## src/rtl/result_arbiter_pkg.sv

```systemverilog
// Shared types for the result/writeback bus: physical register addressing and the result payload.
package result_arbiter_pkg;

  localparam int PREG    = 128;
  localparam int PREG_AW = 7;

  typedef logic [PREG_AW-1:0] preg_addr_t;

  typedef struct packed {
    logic [31:0] value;
    preg_addr_t  rd;
  } result_t;

endpackage

```

## src/rtl/result_arbiter_if.sv

```systemverilog
// Result bus bundle: unit result streams in, broadcast bus and scoreboard out, rename allocation in.
interface result_arbiter_if
  import result_arbiter_pkg::*;
#(
  parameter int N_UNITS = 4
) ();

  logic [N_UNITS-1:0] unit_valid;
  logic [N_UNITS-1:0] unit_ready;
  result_t [N_UNITS-1:0] unit_data;
  logic               cdb_valid;
  result_t            cdb_data;
  logic               alloc_valid;
  preg_addr_t         alloc_addr;
  logic [PREG-1:0]    register_valid;

  modport master (
    output unit_valid, unit_data, alloc_valid, alloc_addr,
    input  unit_ready, cdb_valid, cdb_data, register_valid
  );

  modport slave (
    input  unit_valid, unit_data, alloc_valid, alloc_addr,
    output unit_ready, cdb_valid, cdb_data, register_valid
  );

endinterface

```

## src/rtl/result_arbiter_rr_arbiter.sv

```systemverilog
// Combinational round-robin arbiter: one-hot grant to the first requester at or after ptr_i.
module rr_arbiter #(
  parameter  int N     = 4,
  localparam int PTR_W = (N > 1) ? $clog2(N) : 1
) (
  input  logic [N-1:0]     req_i,
  input  logic [PTR_W-1:0] ptr_i,
  output logic [N-1:0]     gnt_o
);

  logic found;

  always_comb begin
    gnt_o = '0;
    found = 1'b0;
    // k is the search distance from the pointer; the nearest requester wins
    for (int k = 0; k < N; k++) begin
      for (int i = 0; i < N; i++) begin
        if (!found && req_i[i] && (((int'(ptr_i) + k) % N) == i)) begin
          gnt_o[i] = 1'b1;
          found    = 1'b1;
        end
      end
    end
  end

endmodule

```

## src/rtl/result_arbiter.sv

```systemverilog
// Result bus arbiter: round-robin over execution-unit results onto a registered broadcast bus,
// plus the physical-register valid scoreboard. Define RESULT_ARB_PERF_EN to add perf counters.
module result_arbiter
  import result_arbiter_pkg::*;
#(
  parameter int N_UNITS = 4
) (
  input  logic              clk,
  input  logic              reset,
  result_arbiter_if.slave   bus
`ifdef RESULT_ARB_PERF_EN
  ,
  output logic [31:0]       perf_conflicts,
  output logic [31:0]       perf_results
`endif
);

  localparam int PTR_W = (N_UNITS > 1) ? $clog2(N_UNITS) : 1;

  logic [PTR_W-1:0]   ptr_q, ptr_d;
  logic [N_UNITS-1:0] grant;
  logic               hs;
  result_t            win;
  logic               cdb_valid_q;
  result_t            cdb_data_q, cdb_data_d;
  logic [PREG-1:0]    sb_q, sb_d;

  rr_arbiter #(.N(N_UNITS)) u_rr (
    .req_i (bus.unit_valid),
    .ptr_i (ptr_q),
    .gnt_o (grant)
  );

  assign bus.unit_ready = reset ? grant : '0;

  always_comb begin
    hs    = 1'b0;
    win   = '0;
    ptr_d = ptr_q;
    for (int i = 0; i < N_UNITS; i++) begin
      if (grant[i]) begin
        hs    = 1'b1;
        win   = bus.unit_data[i];
        ptr_d = PTR_W'((i + 1) % N_UNITS);
      end
    end
  end

  // Set before clear so a same-cycle alloc of the destination wins; p0 never goes invalid
  always_comb begin
    sb_d = sb_q;
    if (hs) sb_d[win.rd] = 1'b1;
    if (bus.alloc_valid) sb_d[bus.alloc_addr] = 1'b0;
    sb_d[0] = 1'b1;
  end

  assign cdb_data_d = hs ? win : cdb_data_q;

  always_ff @(posedge clk or negedge reset) begin
    if (!reset) begin
      ptr_q       <= '0;
      cdb_valid_q <= 1'b0;
      cdb_data_q  <= '0;
      sb_q        <= '1;
    end else begin
      ptr_q       <= ptr_d;
      cdb_valid_q <= hs;
      cdb_data_q  <= cdb_data_d;
      sb_q        <= sb_d;
    end
  end

  assign bus.cdb_valid      = cdb_valid_q;
  assign bus.cdb_data       = cdb_data_q;
  assign bus.register_valid = sb_q;

`ifdef RESULT_ARB_PERF_EN
  logic [31:0] conflicts_q, results_q;
  logic        conflict;

  assign conflict = ($countones(bus.unit_valid) >= 2);

  always_ff @(posedge clk or negedge reset) begin
    if (!reset) begin
      conflicts_q <= '0;
      results_q   <= '0;
    end else begin
      if (conflict && (conflicts_q != 32'hFFFF_FFFF)) conflicts_q <= conflicts_q + 32'd1;
      if (hs && (results_q != 32'hFFFF_FFFF))         results_q   <= results_q + 32'd1;
    end
  end

  assign perf_conflicts = conflicts_q;
  assign perf_results   = results_q;
`endif

endmodule

```

## src/flat_wrapper.sv

```systemverilog
// flat-port wrapper written by rule: the top's interface ports become plain ports
module result_arbiter_flat import result_arbiter_pkg::*;
#(
  parameter int N_UNITS = 4
)
  (clk, reset, bus_unit_valid, bus_unit_data, bus_alloc_valid, bus_alloc_addr, bus_unit_ready, bus_cdb_valid, bus_cdb_data, bus_register_valid);
  result_arbiter_if #(.N_UNITS(N_UNITS)) bus_i ();
  input  logic clk;
  input  logic reset;
  input wire logic [$bits(bus_i.unit_valid)-1:0] bus_unit_valid;
  input wire logic [$bits(bus_i.unit_data)-1:0] bus_unit_data;
  input wire logic [$bits(bus_i.alloc_valid)-1:0] bus_alloc_valid;
  input wire logic [$bits(bus_i.alloc_addr)-1:0] bus_alloc_addr;
  output wire logic [$bits(bus_i.unit_ready)-1:0] bus_unit_ready;
  output wire logic [$bits(bus_i.cdb_valid)-1:0] bus_cdb_valid;
  output wire logic [$bits(bus_i.cdb_data)-1:0] bus_cdb_data;
  output wire logic [$bits(bus_i.register_valid)-1:0] bus_register_valid;
  assign bus_i.unit_valid = bus_unit_valid;
  assign bus_i.unit_data = bus_unit_data;
  assign bus_i.alloc_valid = bus_alloc_valid;
  assign bus_i.alloc_addr = bus_alloc_addr;
  assign bus_unit_ready = bus_i.unit_ready;
  assign bus_cdb_valid = bus_i.cdb_valid;
  assign bus_cdb_data = bus_i.cdb_data;
  assign bus_register_valid = bus_i.register_valid;
  result_arbiter #(.N_UNITS(N_UNITS)) u_core (.clk(clk), .reset(reset), .bus(bus_i));
endmodule
```

## config.mk

```make
export PLATFORM = sky130hd
export DESIGN_NAME = result_arbiter_flat
export DESIGN_NICKNAME = d
export VERILOG_FILES = /design/src/rtl/result_arbiter_pkg.sv /design/src/rtl/result_arbiter_if.sv /design/src/rtl/result_arbiter_rr_arbiter.sv /design/src/rtl/result_arbiter.sv /design/src/flat_wrapper.sv
export SDC_FILE = /design/constraint.sdc
export NUM_CORES = 1
export LEC_CHECK = 0
export CAP_MARGIN = 20
export CORE_UTILIZATION = 44
export CTS_CLUSTER_DIAMETER = 80
export DETAILED_ROUTE_END_ITERATION = 10
export GPL_TIMING_DRIVEN = 1
export PLACE_DENSITY = 0.81
export REMOVE_ABC_BUFFERS = 1
export SLEW_MARGIN = 20
export SYNTH_ARGS = -nofsm -noshare
export SYNTH_HDL_FRONTEND = slang
export SYNTH_HIERARCHICAL = 1
export SYNTH_SLANG_ARGS = --single-unit
export TNS_END_PERCENT = 20
```

## constraint.sdc

```tcl
create_clock -name clk -period 3 [get_ports clk]
set_clock_uncertainty 0.05 [all_clocks]
set_input_delay 0.6 -clock clk [delete_from_list [all_inputs] [get_ports clk]]
set_output_delay 0.6 -clock clk [all_outputs]
set_load 0.01 [all_outputs]
```

Word level (Yosys, flattened, before mapping)
Index checks and enable logic that the tools add are counted.
{"block": "classes", "n_addsub": 3, "n_lt_le_gt_ge": 4, "eq_ne": 12, "muxes": 49, "n_bitwise": 6, "reduce_logical": 56}
{"cell": "128-bit two-way mux", "count": 2}
{"cell": "39-bit two-way mux", "count": 4}
{"cell": "128-bit AND", "count": 1}
{"cell": "32-bit logical NOT", "count": 4}
{"cell": "128-bit inverter", "count": 1}
{"cell": "128-bit bitwise OR", "count": 1}
{"cell": "1-bit two-way mux", "count": 36}
{"cell": "1-bit logical AND", "count": 33}
{"cell": "3-bit == test, second input constant", "count": 6}
{"cell": "7-bit by 8-bit less-than comparator with 1-bit output, second input constant", "count": 2}
{"cell": "1-bit logical NOT", "count": 15}
{"cell": "1-bit demux with 7-bit select", "count": 2}
{"cell": "7-bit by 1-bit >= comparator with 1-bit output, second input constant", "count": 2}
{"cell": "3-bit by 2-bit == test with 1-bit output, second input constant", "count": 3}
{"cell": "2-bit two-way mux", "count": 4}
{"cell": "2-bit OR reduction", "count": 3}
{"cell": "2-bit adder, second input constant", "count": 2}
{"cell": "2-bit == test, second input constant", "count": 2}
{"cell": "4-bit two-way mux", "count": 1}
{"cell": "4-bit nonzero test", "count": 1}
{"cell": "1-bit AND, first input constant", "count": 3}
{"cell": "2-bit by 1-bit adder with 2-bit output, second input constant", "count": 1}
{"cell": "2-bit by 1-bit == test with 1-bit output, second input constant", "count": 1}
{"block": "totals", "ff_bits": 169, "output_inout_bits": 172, "elab_cells": 135}

Longest topological paths before layout
{"block": "depth", "word_depth": 72, "ltp_mapped": 12, "depth_no_buf": 8}

Hierarchy
The synthesis kept the hierarchy.
{"mod": "result_arbiter", "instances": 1, "cells_per_inst": 916, "area_each_um2": 8615.8, "seq_area_each_um2": 4388.0}
{"mod": "rr_arbiter", "instances": 1, "cells_per_inst": 17, "area_each_um2": 102.6, "seq_area_each_um2": 0.0}

Least setup slack after synthesis
No wires, ideal clock.
{"block": "synth_timing", "path_type": "input-to-output", "startpoint": "in bus_unit_valid[0]", "endpoint": "out bus_unit_ready[2]", "t_arrival_ns": 2.116, "required_time_ns": 2.350, "slack_ns": 0.234, "cell_stages": 8, "path_buffers": 4, "path_cell_list": "nor2b_4 -> nor3_1 -> o31a_1 -> buf_6 -> buf_6 -> clkbuf_1 -> clkbuf_1 -> and2_1"}
{"block": "synth_between", "elab_chain_len": 59}
{"item": "start, declared", "line": "flat_wrapper.sv:10", "rtl": "input wire logic [$bits(bus_i.unit_valid)-1:0] bus_unit_valid;"}
{"item": "1-bit logical AND", "line": "result_arbiter_rr_arbiter.sv:19", "rtl": "if (!found && req_i[i] && (((int'(ptr_i) + k) % N) == i)) begin"}
{"item": "1-bit two-way mux", "line": "result_arbiter_rr_arbiter.sv:19"}
{"item": "1-bit logical NOT", "line": "result_arbiter_rr_arbiter.sv:19"}
{"item": "1-bit logical AND (2 in a row)", "line": "result_arbiter_rr_arbiter.sv:19"}
{"item": "1-bit two-way mux", "line": "result_arbiter_rr_arbiter.sv:19"}
{"item": "1-bit logical NOT", "line": "result_arbiter_rr_arbiter.sv:19"}
{"item": "1-bit logical AND (2 in a row)", "line": "result_arbiter_rr_arbiter.sv:19"}
{"item": "1-bit two-way mux", "line": "result_arbiter_rr_arbiter.sv:19"}
{"item": "(+40 left out)"}
{"item": "1-bit logical NOT", "line": "result_arbiter_rr_arbiter.sv:19"}
{"item": "1-bit logical AND (2 in a row)", "line": "result_arbiter_rr_arbiter.sv:19"}
{"item": "1-bit two-way mux", "line": "result_arbiter_rr_arbiter.sv:19"}
{"item": "1-bit logical NOT", "line": "result_arbiter_rr_arbiter.sv:19"}
{"item": "1-bit logical AND (2 in a row)", "line": "result_arbiter_rr_arbiter.sv:19"}
{"item": "1-bit two-way mux (*)", "line": "result_arbiter_rr_arbiter.sv:19"}
{"item": "named net u_core.grant[2]", "line": "result_arbiter.sv:21", "rtl": "logic [N_UNITS-1:0] grant;"}
{"item": "4-bit two-way mux (*)", "line": "result_arbiter.sv:34", "rtl": "assign bus.unit_ready = reset ? grant : '0;"}
{"item": "end, declared", "line": "flat_wrapper.sv:14", "rtl": "output wire logic [$bits(bus_i.unit_ready)-1:0] bus_unit_ready;"}
Mark *: on every way through the listed nets, which the timed path passes. The rest lies on a longest branch.

Worst setup path in the final report
{"block": "layout_timing", "startpoint": "in bus_unit_valid[0]", "endpoint": "reg u_core.sb_q[77] (netlist: u_core/bus.register_valid[77])"}
{"item": "1-bit logical AND", "line": "result_arbiter_rr_arbiter.sv:19"}
{"item": "1-bit two-way mux", "line": "result_arbiter_rr_arbiter.sv:19"}
{"item": "1-bit logical NOT", "line": "result_arbiter_rr_arbiter.sv:19"}
{"item": "1-bit logical AND (2 in a row)", "line": "result_arbiter_rr_arbiter.sv:19"}
{"item": "1-bit two-way mux", "line": "result_arbiter_rr_arbiter.sv:19"}
{"item": "1-bit logical NOT", "line": "result_arbiter_rr_arbiter.sv:19"}
{"item": "1-bit logical AND (2 in a row)", "line": "result_arbiter_rr_arbiter.sv:19"}
{"item": "1-bit two-way mux", "line": "result_arbiter_rr_arbiter.sv:19"}
{"item": "(+48 left out)"}
{"item": "named net u_core.grant[2]", "line": "result_arbiter.sv:21"}
{"item": "(+3 left out)"}
{"item": "1-bit logical AND (not written as such)", "line": "result_arbiter.sv:52", "rtl": "if (hs) sb_d[win.rd] = 1'b1;"}
{"item": "1-bit two-way mux (not written as such)", "line": "result_arbiter.sv:52"}
{"item": "1-bit demux with 7-bit select"}
{"item": "128-bit bitwise OR (no line)"}
{"item": "128-bit two-way mux (*)", "line": "result_arbiter.sv:52"}
{"item": "128-bit AND (no line)"}
{"item": "128-bit two-way mux (*)", "line": "result_arbiter.sv:53", "rtl": "if (bus.alloc_valid) sb_d[bus.alloc_addr] = 1'b0;"}
{"item": "named net u_core.sb_d[77]", "line": "result_arbiter.sv:26", "rtl": "logic [PREG-1:0] sb_q, sb_d;"}
{"item": "end signal, assigned", "line": "result_arbiter.sv:64", "rtl": "sb_q <= '1;"}
{"item": "end signal, assigned", "line": "result_arbiter.sv:69", "rtl": "sb_q <= sb_d;"}
{"item": "end, declared", "line": "result_arbiter.sv:26"}
Marked as above.
A chain may end at the register's enable or synchronous reset.

==> metrics.txt <==
Mapped Cells=933; Final Net Count=1442; die area=~20000 um^2; Starting Density=between 40% and 50%; Slew headroom=32.4%; Mapped Avg Cell Area=about 9.3 um^2; post-route cell area=13400 um^2; Util after Layout=about 70%; Detail Route Antenna Nets=0; Final min period=a little under 3 ns; endpoints failing setup=0; H-tree levels=4; Async S/R FF share, synth=100%; Placed Instance Area=approximately 13000 um^2; maximum VDD drop=between 0.5 and 0.6 mV; PD cells=1060 nW/um^2; routability cong.=slightly above 0.9; TritonCTS buffer count=17; Max-cap violations=0; Routed WL=34400 um; Core Footprint=19500 um^2; leakage power=5.06 nW; WP data arrival=3.25 ns; Clk pin slew, worst setup/hold paths=roughly 0.070 ns; first-pass GRT wire length=51400 um; Post-Syn Area=8720 um^2; routed len/inst=around 22 um; dpl ws=-0.386 ns; die height=about 140 um; most used flip-flop cell after synthesis=dfstp_2; top-count cell post-synth=nor2_1; vias=approximately 9300; Yosys reg bits=between 150 and 200; post-route setup slack=between 0.06 and 0.07 ns; Via density=5.99; CTS sink cnt=~170; kind of start point of the critical path=input port; antenna violations before repair=5; Synth Warn #=6; Max Slew Vio Count=0; detailed-route DRC error count=0; post-synth top area cell=dfstp_2; vias in the first global route=roughly 9000; Site Rows=51; Hold Path Class=reg2reg; GRT Total Usage=approximately a third; outcome=finished, final reports clean; grt total ovfl=0; num ports=about 340; Iter 0 DRT Violations=~820; CTS tree=built; Placed Cells=about 1500; period utilization=a little over nine tenths; Slew @ Worst Pin=between 1 and 1.5 ns; crit path kind=in2reg; post-synth top area share=38.3%; Layout Area Growth over Synthesis=53.5%; # port buffers=340; CTS Buffer Depth=2; Post-synth top cells=nor2_1, dfstp_2, a41oi_1; Crit Path Max Fanout=32; Max Fclk=~340 MHz; final hold violations=0; layout cells sized above 1=about a fifth; Pre-antenna DRT Iters=6; setup TNS=0 ns; Post-synth EDFFs=0; register area share after synthesis=approximately half; Crit path required time=between 3 and 4 ns; HPWL Detailed=~23000 um; CP Capture Type=flip-flop; RSZ-0062 raised after global routing=true; CTS root buf=clkbuf_16; Total Power=14.1 mW; Hold WS=around 0.43 ns; clk_lat worst skew=between 0.4 and 0.5 ns; Die Wd=around 140 um; Yosys cell types=53; largest cells by area after synthesis=dfstp_2, nor2_1, dfrtp_1; largest net degree at the start of global routing=80; fin cells=1554
## worst max-delay path, cell delays in order
cell             delay (ns)
clkdlybuf4s50_1        0.48
buf_4                  0.13
nor3_1                 0.05
o31a_2                 0.42
buf_12                 0.18
nor4bb_2               0.32
o32ai_2                0.17
buf_4                  0.17
nor2b_2                0.15
buf_12                 0.22
a41oi_1                0.17
nor2_1                 0.15
## layout by cell type, fill, tap and decap left out, drive strengths merged, types with 8 or more instances in the layout
cell type,count
inv,12
nor2,292
dfrtp,42
buf,70
a41oi,112
a22oi,60
and2,8
o21ai,32
clkbuf,23
a21oi,45
dfstp,127
nand2,29
nor2b,15
nand3,9
a31oi,17
clkdlybuf4s50,335
## layer usage
metal	part of all wire [%]	vias up	GRT usage, %
met4	4.1	2	16.9
met5	0.038	-	0
met1	36	4532	39.4
li1	-	4092	-
met2	48	564	54.4
met3	11	115	12.1
## what timing repair did
action / in CTS / in global routing
gates cloned: 0 / 1
hold buffers: 1 / 0
pin swaps: 2 / 4
hold endpoints to repair: 14 / 0
gates resized for setup: 4 / 9
endpoints found under the setup margin: 3 / 76
buffers inserted: 1 / 5
## where the power goes
part           total [mW]  internal, mW  switching [mW]
clock                2.15          1.19           0.963
sequential           4.49          3.80           0.694
combinational        7.48          3.53            3.95
total                14.1          8.52            5.61
## state kept, by name (all words and copies together), names as in the netlist
register                   cells
u_core/bus.cdb_valid           1
u_core/bus.register_valid    127
u_core/bus.cdb_data           39
u_core/ptr_q                   2
## kinds of logic (layout without fill, tap and decap cells)
| logic type | Yosys count | after routing | synth area share (%) |
|---|---|---|---|
| simple gates | 374 | 374 | 18.3 |
| other cells | 1 | 5 | 0.0430 |
| buf+inv | 98 | 449 | 5.48 |
| flops | 169 | 169 | 50.3 |
| compound gates | 291 | 292 | 25.8 |
## cell type report
type | count | area [um^2]
clock inverter | 10 | 78.8
tap | 265 | 332
antenna | 4 | 10.0
inverter | 7 | 26.3
clock buffer | 22 | 495
timing repair buffer | 410 | 4130
sequential | 169 | 4390
multi-input combinational | 667 | 3930
fill | 1481 | 6080
## path summary, 6_finish.rpt
| check | from | endpoint | slack (ns) | depth (start not counted) |
|---|---|---|---|---|
| max | bus_unit_valid[0] | u_core/bus.register_valid[77]$_DFF_PN1_ | 0.06 | 12 |
| min reg2reg | u_core/bus.cdb_data[3]$_DFFE_PN0N_ | u_core/bus.cdb_data[3]$_DFFE_PN0N_ | 0.43 | 2 |
| max in group asynchronous | reset | u_core/bus.register_valid[98]$_DFF_PN1_ | 0.51 | 4 |
| min in group asynchronous | reset | u_core/bus.cdb_data[18]$_DFFE_PN0N_ | 0.63 | 2 |
| max reg2reg | u_core/ptr_q[0]$_DFFE_PN0P_ | u_core/bus.register_valid[92]$_DFF_PN1_ | 0.17 | 12 |
| min | u_core/bus.cdb_data[3]$_DFFE_PN0N_ | u_core/bus.cdb_data[3]$_DFFE_PN0N_ | 0.43 | 2 |
No activity file was read; power rests on OpenSTA's default activity.
